==> config.mk <==
export PLATFORM = sky130hd
export DESIGN_NAME = iiitb_r2_4bit_bm_ctrl_flat
export DESIGN_NICKNAME = d
export VERILOG_FILES = /design/src/rtl/iiitb_r2_4bit_bm_ctrl_if.sv /design/src/rtl/iiitb_r2_4bit_bm_ctrl.sv /design/src/flat_wrapper.sv
export SDC_FILE = /design/constraint.sdc
export NUM_CORES = 1
export LEC_CHECK = 0
export CAP_MARGIN = 30
export CORE_MARGIN = 10
export CORE_UTILIZATION = 53
export CTS_BUF_LIST = sky130_fd_sc_hd__clkbuf_16
export DETAILED_ROUTE_END_ITERATION = 10
export PLACE_DENSITY_LB_ADDON = 0.2
export SLEW_MARGIN = 30
export SYNTH_ARGS = -nofsm -noshare
export SYNTH_HDL_FRONTEND = slang
export SYNTH_SLANG_ARGS = --single-unit
==> constraint.sdc <==
create_clock -name clk -period 6.7 [get_ports clk]
set_input_delay 1.34 -clock clk [delete_from_list [all_inputs] [get_ports clk]]
set_output_delay 1.34 -clock clk [all_outputs]
set_load 0.005 [all_outputs]
==> src/rtl/iiitb_r2_4bit_bm_ctrl_if.sv <==
// Bundle of the operand, multiplier and result channels of the Booth
// multiplier issue/capture controller. The controller sits on the slave
// modport; the surrounding logic (or a bench) sits on the master modport.
interface iiitb_r2_4bit_bm_ctrl_if #(
  parameter int WIDTH = 4,
  parameter int CNT_W = 8
);
  logic                 in_valid;
  logic                 in_ready;
  logic [WIDTH-1:0]     in_m;
  logic [WIDTH-1:0]     in_q;
  logic                 bm_load;
  logic [WIDTH-1:0]     bm_m;
  logic [WIDTH-1:0]     bm_q;
  logic [2*WIDTH-1:0]   bm_p;
  logic                 out_valid;
  logic                 out_ready;
  logic [2*WIDTH-1:0]   out_p;
  logic                 busy;
  logic                 mismatch;
  logic [CNT_W-1:0]     op_count;

  modport slave (
    input  in_valid, in_m, in_q, bm_p, out_ready,
    output in_ready, bm_load, bm_m, bm_q, out_valid, out_p, busy, mismatch, op_count
  );

  modport master (
    output in_valid, in_m, in_q, bm_p, out_ready,
    input  in_ready, bm_load, bm_m, bm_q, out_valid, out_p, busy, mismatch, op_count
  );
endinterface

==> src/rtl/iiitb_r2_4bit_bm_ctrl.sv <==
// Issue/capture controller around the radix-2 4-bit Booth multiplier.
// Accepts a signed operand pair, loads the multiplier for one cycle, waits
// the fixed iteration latency, captures P, hands it off downstream and keeps
// a sticky flag if P ever disagrees with a full-width reference product.
module iiitb_r2_4bit_bm_ctrl #(
  parameter int WIDTH   = 4,
  parameter int LATENCY = 4,
  parameter int CNT_W   = 8
) (
  input  logic                    clk,
  input  logic                    reset,
  iiitb_r2_4bit_bm_ctrl_if.slave  bus
);

  localparam int PW    = 2 * WIDTH;
  localparam int LAT_W = (LATENCY > 1) ? $clog2(LATENCY) : 1;
  localparam logic [LAT_W-1:0] LAT_LAST = LAT_W'(LATENCY - 1);

  localparam logic [2:0] S_IDLE    = 3'd0;
  localparam logic [2:0] S_LOAD    = 3'd1;
  localparam logic [2:0] S_RUN     = 3'd2;
  localparam logic [2:0] S_CAPTURE = 3'd3;
  localparam logic [2:0] S_DONE    = 3'd4;

  logic [2:0]              state;
  logic [LAT_W-1:0]        lat_cnt;
  logic signed [WIDTH-1:0] m_reg;
  logic signed [WIDTH-1:0] q_reg;
  logic signed [PW-1:0]    p_reg;
  logic                    out_vld;
  logic                    mism;
  logic [CNT_W-1:0]        cnt;
  logic                    p_bad;

  // Reference product: both operands sign-extended to the product width so
  // the extremes (-8*-8, -8*7) cannot overflow.
  function automatic logic signed [PW-1:0] ref_product(
    input logic signed [WIDTH-1:0] m,
    input logic signed [WIDTH-1:0] q
  );
    logic signed [PW-1:0] m_ext;
    logic signed [PW-1:0] q_ext;
    m_ext = {{WIDTH{m[WIDTH-1]}}, m};
    q_ext = {{WIDTH{q[WIDTH-1]}}, q};
    return m_ext * q_ext;
  endfunction

  assign p_bad = ($signed(bus.bm_p) != ref_product(m_reg, q_reg));

  // Sequencer: state, latency counter, result handshake, error flag, op count.
  always_ff @(posedge clk or posedge reset) begin
    if (reset) begin
      state   <= S_IDLE;
      lat_cnt <= '0;
      out_vld <= 1'b0;
      mism    <= 1'b0;
      cnt     <= '0;
    end else begin
      case (state)
        S_IDLE: begin
          if (bus.in_valid) state <= S_LOAD;
        end
        S_LOAD: begin
          lat_cnt <= '0;
          state   <= S_RUN;
        end
        S_RUN: begin
          lat_cnt <= lat_cnt + LAT_W'(1);
          if (lat_cnt == LAT_LAST) state <= S_CAPTURE;
        end
        S_CAPTURE: begin
          out_vld <= 1'b1;
          if (p_bad) mism <= 1'b1;
          state <= S_DONE;
        end
        S_DONE: begin
          if (bus.out_ready) begin
            out_vld <= 1'b0;
            cnt     <= cnt + CNT_W'(1);
            state   <= S_IDLE;
          end
        end
        default: state <= S_IDLE;
      endcase
    end
  end

  // Operand and product registers: operands held from accept until the next
  // accept, product captured once per operation.
  always_ff @(posedge clk or posedge reset) begin
    if (reset) begin
      m_reg <= '0;
      q_reg <= '0;
      p_reg <= '0;
    end else begin
      if (state == S_IDLE && bus.in_valid) begin
        m_reg <= bus.in_m;
        q_reg <= bus.in_q;
      end
      if (state == S_CAPTURE) p_reg <= bus.bm_p;
    end
  end

  assign bus.in_ready  = (state == S_IDLE);
  assign bus.bm_load   = (state == S_LOAD);
  assign bus.busy      = (state != S_IDLE);
  assign bus.bm_m      = m_reg;
  assign bus.bm_q      = q_reg;
  assign bus.out_p     = p_reg;
  assign bus.out_valid = out_vld;
  assign bus.mismatch  = mism;
  assign bus.op_count  = cnt;

endmodule

==> src/flat_wrapper.sv <==
// flat-port wrapper written by rule: the top's interface ports become plain ports
module iiitb_r2_4bit_bm_ctrl_flat 
#(
  parameter int WIDTH   = 4,
  parameter int LATENCY = 4,
  parameter int CNT_W   = 8
)
  (clk, reset, bus_in_valid, bus_in_m, bus_in_q, bus_bm_p, bus_out_ready, bus_in_ready, bus_bm_load, bus_bm_m, bus_bm_q, bus_out_valid, bus_out_p, bus_busy, bus_mismatch, bus_op_count);
  iiitb_r2_4bit_bm_ctrl_if #(.WIDTH(WIDTH), .CNT_W(CNT_W)) bus_i ();
  input  logic clk;
  input  logic reset;
  input wire logic [$bits(bus_i.in_valid)-1:0] bus_in_valid;
  input wire logic [$bits(bus_i.in_m)-1:0] bus_in_m;
  input wire logic [$bits(bus_i.in_q)-1:0] bus_in_q;
  input wire logic [$bits(bus_i.bm_p)-1:0] bus_bm_p;
  input wire logic [$bits(bus_i.out_ready)-1:0] bus_out_ready;
  output wire logic [$bits(bus_i.in_ready)-1:0] bus_in_ready;
  output wire logic [$bits(bus_i.bm_load)-1:0] bus_bm_load;
  output wire logic [$bits(bus_i.bm_m)-1:0] bus_bm_m;
  output wire logic [$bits(bus_i.bm_q)-1:0] bus_bm_q;
  output wire logic [$bits(bus_i.out_valid)-1:0] bus_out_valid;
  output wire logic [$bits(bus_i.out_p)-1:0] bus_out_p;
  output wire logic [$bits(bus_i.busy)-1:0] bus_busy;
  output wire logic [$bits(bus_i.mismatch)-1:0] bus_mismatch;
  output wire logic [$bits(bus_i.op_count)-1:0] bus_op_count;
  assign bus_i.in_valid = bus_in_valid;
  assign bus_i.in_m = bus_in_m;
  assign bus_i.in_q = bus_in_q;
  assign bus_i.bm_p = bus_bm_p;
  assign bus_i.out_ready = bus_out_ready;
  assign bus_in_ready = bus_i.in_ready;
  assign bus_bm_load = bus_i.bm_load;
  assign bus_bm_m = bus_i.bm_m;
  assign bus_bm_q = bus_i.bm_q;
  assign bus_out_valid = bus_i.out_valid;
  assign bus_out_p = bus_i.out_p;
  assign bus_busy = bus_i.busy;
  assign bus_mismatch = bus_i.mismatch;
  assign bus_op_count = bus_i.op_count;
  iiitb_r2_4bit_bm_ctrl #(.WIDTH(WIDTH), .LATENCY(LATENCY), .CNT_W(CNT_W)) u_core (.clk(clk), .reset(reset), .bus(bus_i));
endmodule
==> insert_results.sql <==
INSERT INTO impl_metrics (metric_group, metric, value, unit) VALUES
('clock_network', 'clk_path_buf_depth', '2', ''),
('worst_setup_path', 'cp.arrival', '4320', 'ps'),
('synth', 'synth_area_per_cell', '11.8', 'um2'),
('worst_hold_path', 'worstHoldPathCells', '1', ''),
('pwr', 'max-vdd-ir-drop', '0.289', 'mV'),
('worst_setup_path', 'timing.critical_path.mode_cell', 'sky130_fd_sc_hd__fa_1', ''),
('worst_hold_path', 'hold_path.startpoint', 'u_core.bus.op_count[7]', ''),
('floorplanning', 'die_area', '6600', 'um2'),
('sta', 'hold_violations', '0', ''),
('synth', 'postSynthCellCount', '168', ''),
('sta', 'smallest_setup_slack_after_layout', '2540', 'ps'),
('worst_setup_path', 'regToRegSetupSlack', '2540', 'ps'),
('synth', 'synth_top_family_by_area', 'adder cells', ''),
('sta', 'max_clock_freq', '240', 'MHz'),
('pwr', 'total_power_divided_by_cell_area', '634', 'nW/um2'),
('worst_setup_path', 'critPathSlowestCell', 'sky130_fd_sc_hd__fa_1', ''),
('route', 'drt-vias-per-instance', '5.12', ''),
('synth', 'yosys.area_share.adder', '17.9', '%'),
('worst_setup_path', 'slowest_delay', '540', 'ps'),
('global_route', 'grt_pass1_wl', '7.22', 'mm'),
('global_route', 'grt_pass1_vias', '1502', ''),
('worst_setup_path', 'critical_path_peak_fanout', '6', ''),
('synth', 'synth_compound_area_share', '4.41', '%'),
('synth', 'synth_top_flop_cell', 'sky130_fd_sc_hd__dfrtp_1', ''),
('worst_setup_path', 'worst-endpoint-required', '6860', 'ps'),
('route', 'dr.pass1.iters', '4', ''),
('pwr', 'p_leak', '1.23', 'nW'),
('place', 'place.detailed.instances', '259', ''),
('worst_setup_path', 'cp-start-kind', 'flop', ''),
('floorplanning', 'die-width', '81.2', 'um'),
('worst_setup_path', 'path_buf_inv', '3', ''),
('clock_network', 'cts-htree-levels', '2', ''),
('place', 'pre_cts_ws', '2540', 'ps'),
('synth', 'post_synth_xor_area_fraction', '10.4', '%'),
('synth', 'syn_nets', '211', ''),
('worst_hold_path', 'whs_endpoint', 'u_core.bus.op_count[7]', ''),
('floorplanning', 'fp.coreArea', '3630', 'um2'),
('place', 'hpwlAfterDp', '3.49', 'mm'),
('synth', 'seq_area_frac_synth', '39.0', '%'),
('sta', 'final.setup_skew', '1.97', 'ps'),
('route', 'post_route_ant_nets', '0', ''),
('clock_network', 'clock-root-buffer', 'sky130_fd_sc_hd__clkbuf_16', ''),
('outcome', 'status', 'finished, final reports clean', ''),
('worst_setup_path', 'worst_path_dominant_cell_family', 'adder cells', ''),
('sta', 'setup_viol_count_final', '0', ''),
('clock_network', 'tritoncts_clock_tree', 'yes', ''),
('synth', 'async_flop_share', '100', '%'),
('finish', 'final-instance-count-excl-fill', '267', ''),
('place', 'routabilityCongestion', '0.822', ''),
('worst_setup_path', 'reg2regPathDepth', '13', ''),
('clock_network', 'cts_hold_repair.buffers', '0', ''),
('route', 'drt-wirelength-per-cell', '16.7', 'um'),
('synth', 'synth_mux_area_share', '11.5', '%'),
('synth', 'synthSimpleGateAreaFrac', '11.0', '%'),
('global_route', 'antenna_found_initial', '0', ''),
('finish', 'areaGrowthSynthToFinish', '32.2', '%'),
('synth', 'ys_seq_elements', '31', ''),
('finish', 'n_antenna_cell', '0', ''),
('floorplanning', 'floorplan.initialDensity', '54.7', '%'),
('finish', 'design.final.nets', '261', ''),
('route', 'detail_route.drc_violations', '0', ''),
('floorplanning', 'ios', '49', ''),
('worst_setup_path', 'path_cells', 'nand2b_1 -> fa_1 -> inv_1 -> fa_1 -> inv_1 -> fa_1 -> inv_1 -> ha_1 -> fa_1 -> a21o_1 -> a21oi_2 -> xnor3_1 -> o32a_1', ''),
('sta', 'unrepaired_setup_endpoints_after_global_routing', 'no', ''),
('worst_setup_path', 'reg2reg_from', 'u_core.bus.bm_m[0]', ''),
('worst_setup_path', 'ws_path_type', 'reg -> reg', ''),
('synth', 'number_of_warning_messages_in_the_yosys_log', '0', ''),
('route', 'drt_iter0_drc', '73', ''),
('sta', 'worst-slew-pin-transition', '514', 'ps'),
('worst_setup_path', 'worst_r2r_endpoint', 'u_core.bus.mismatch', ''),
('clock_network', 'cts_num_sinks', '31', '');
-- final cells by class --
cell class | count | area (um2)
multi-input combinational | 113 | 1090
fill | 272 | 1010
sequential | 31 | 776
timing repair buffer | 49 | 488
clock buffer | 5 | 125
inverter | 18 | 67.6
tap | 48 | 60.1
clock inverter | 3 | 15.0
-- through the flow --
| stage | power, W | utilization [%] | hold WS [ps] | instance area [um2] |
|---|---|---|---|---|
| floorplan | 0.00113 | - | 468 | 1990 |
| finish | 0.00166 | 72.3 | 476 | 2630 |
| global placement | 0.00140 | 68.4 | 461 | 2490 |
| detailed placement | 0.00145 | 68.4 | 471 | 2490 |
| global route | 0.00181 | 72.3 | 515 | 2630 |
| CTS | 0.00168 | 72.3 | 481 | 2630 |
-- worst max-delay path by stage --
stage	start	endpoint	slack, ps	cells past startpoint
finish	u_core.bus.bm_m[0]	u_core.bus.mismatch	2540	13
global route	u_core.bus.bm_m[0]	u_core.bus.mismatch	2400	13
CTS	u_core.bus.bm_m[0]	u_core.bus.mismatch	2520	13
detailed placement	u_core.bus.bm_m[0]	u_core.bus.mismatch	2540	13
global placement	u_core.bus.bm_m[0]	u_core.bus.mismatch	2680	13
floorplan	u_core.bus.bm_m[0]	u_core.bus.mismatch	2730	13
-- report_power, final --
group / total, W / switching (W) / internal [W]
clock network: 0.000213 / 0.0000788 / 0.000135
logic: 0.00110 / 0.000489 / 0.000610
registers: 0.000352 / 0.0000884 / 0.000264
-- synthesized netlist by cell type (2+ instances only) --
cell type,count,share of area [%]
sky130_fd_sc_hd__dfrtp_1,31,39
sky130_fd_sc_hd__inv_1,17,3.2
sky130_fd_sc_hd__ha_1,14,8.8
sky130_fd_sc_hd__xnor2_1,12,5.3
sky130_fd_sc_hd__mux2_2,10,5.7
sky130_fd_sc_hd__fa_1,9,9.1
sky130_fd_sc_hd__xor2_1,9,4.0
sky130_fd_sc_hd__and2_1,8,2.5
sky130_fd_sc_hd__mux2_4,7,5.3
sky130_fd_sc_hd__nand2_1,7,1.3
sky130_fd_sc_hd__nor2_1,6,1.1
sky130_fd_sc_hd__a22o_1,3,1.3
sky130_fd_sc_hd__buf_2,3,0.76
sky130_fd_sc_hd__nand3_1,3,0.76
sky130_fd_sc_hd__nand4_1,3,0.94
sky130_fd_sc_hd__o21ai_0,3,0.76
sky130_fd_sc_hd__a21o_1,2,0.76
sky130_fd_sc_hd__nor3_1,2,0.50
-- routing by layer --
metal	share of wire (%)	routed length, um	track usage, %	up-vias
li1	-	-	-	656
met1	38	1710	14.6	679
met2	56	2470	26.2	24
met3	4.8	215	5.74	7
met4	1.2	54	4.67	0
met5	0	0	0	-
-- cells in the final DEF (no fill, tap or decap), drive strengths merged, types with 2 or more instances in the layout --
| master | n |
|---|---|
| clkdlybuf4s50 | 48 |
| dfrtp | 31 |
| inv | 18 |
| mux2 | 17 |
| ha | 14 |
| xnor2 | 12 |
| xor2 | 9 |
| fa | 9 |
| and2 | 9 |
| nand2 | 7 |
| nor2 | 6 |
| clkbuf | 5 |
| a22o | 3 |
| o21ai | 3 |
| nand4 | 3 |
| nand3 | 3 |
| a21o | 2 |
| nor3 | 2 |
| clkinv | 2 |
| a21oi | 2 |
-- state kept, by name (all words and copies together), names as in the netlist --
register	flops
u_core.bus.mismatch	1
u_core.bus.out_p	8
u_core.lat_cnt	2
u_core.bus.out_valid	1
u_core.state	3
u_core.bus.bm_q	4
u_core.bus.bm_m	4
u_core.bus.op_count	8
-- kinds of logic after synthesis --
kind of cell               count (synthesis)
muxes                                     18
and+or+nand+nor                           38
DFF                                       31
buffers and inverters                     24
adders and majority gates                 23
AOI/OAI and AO/OA                         12
xor gates and xnor gates                  22
Note: power is estimated with default switching activity, not from simulation.
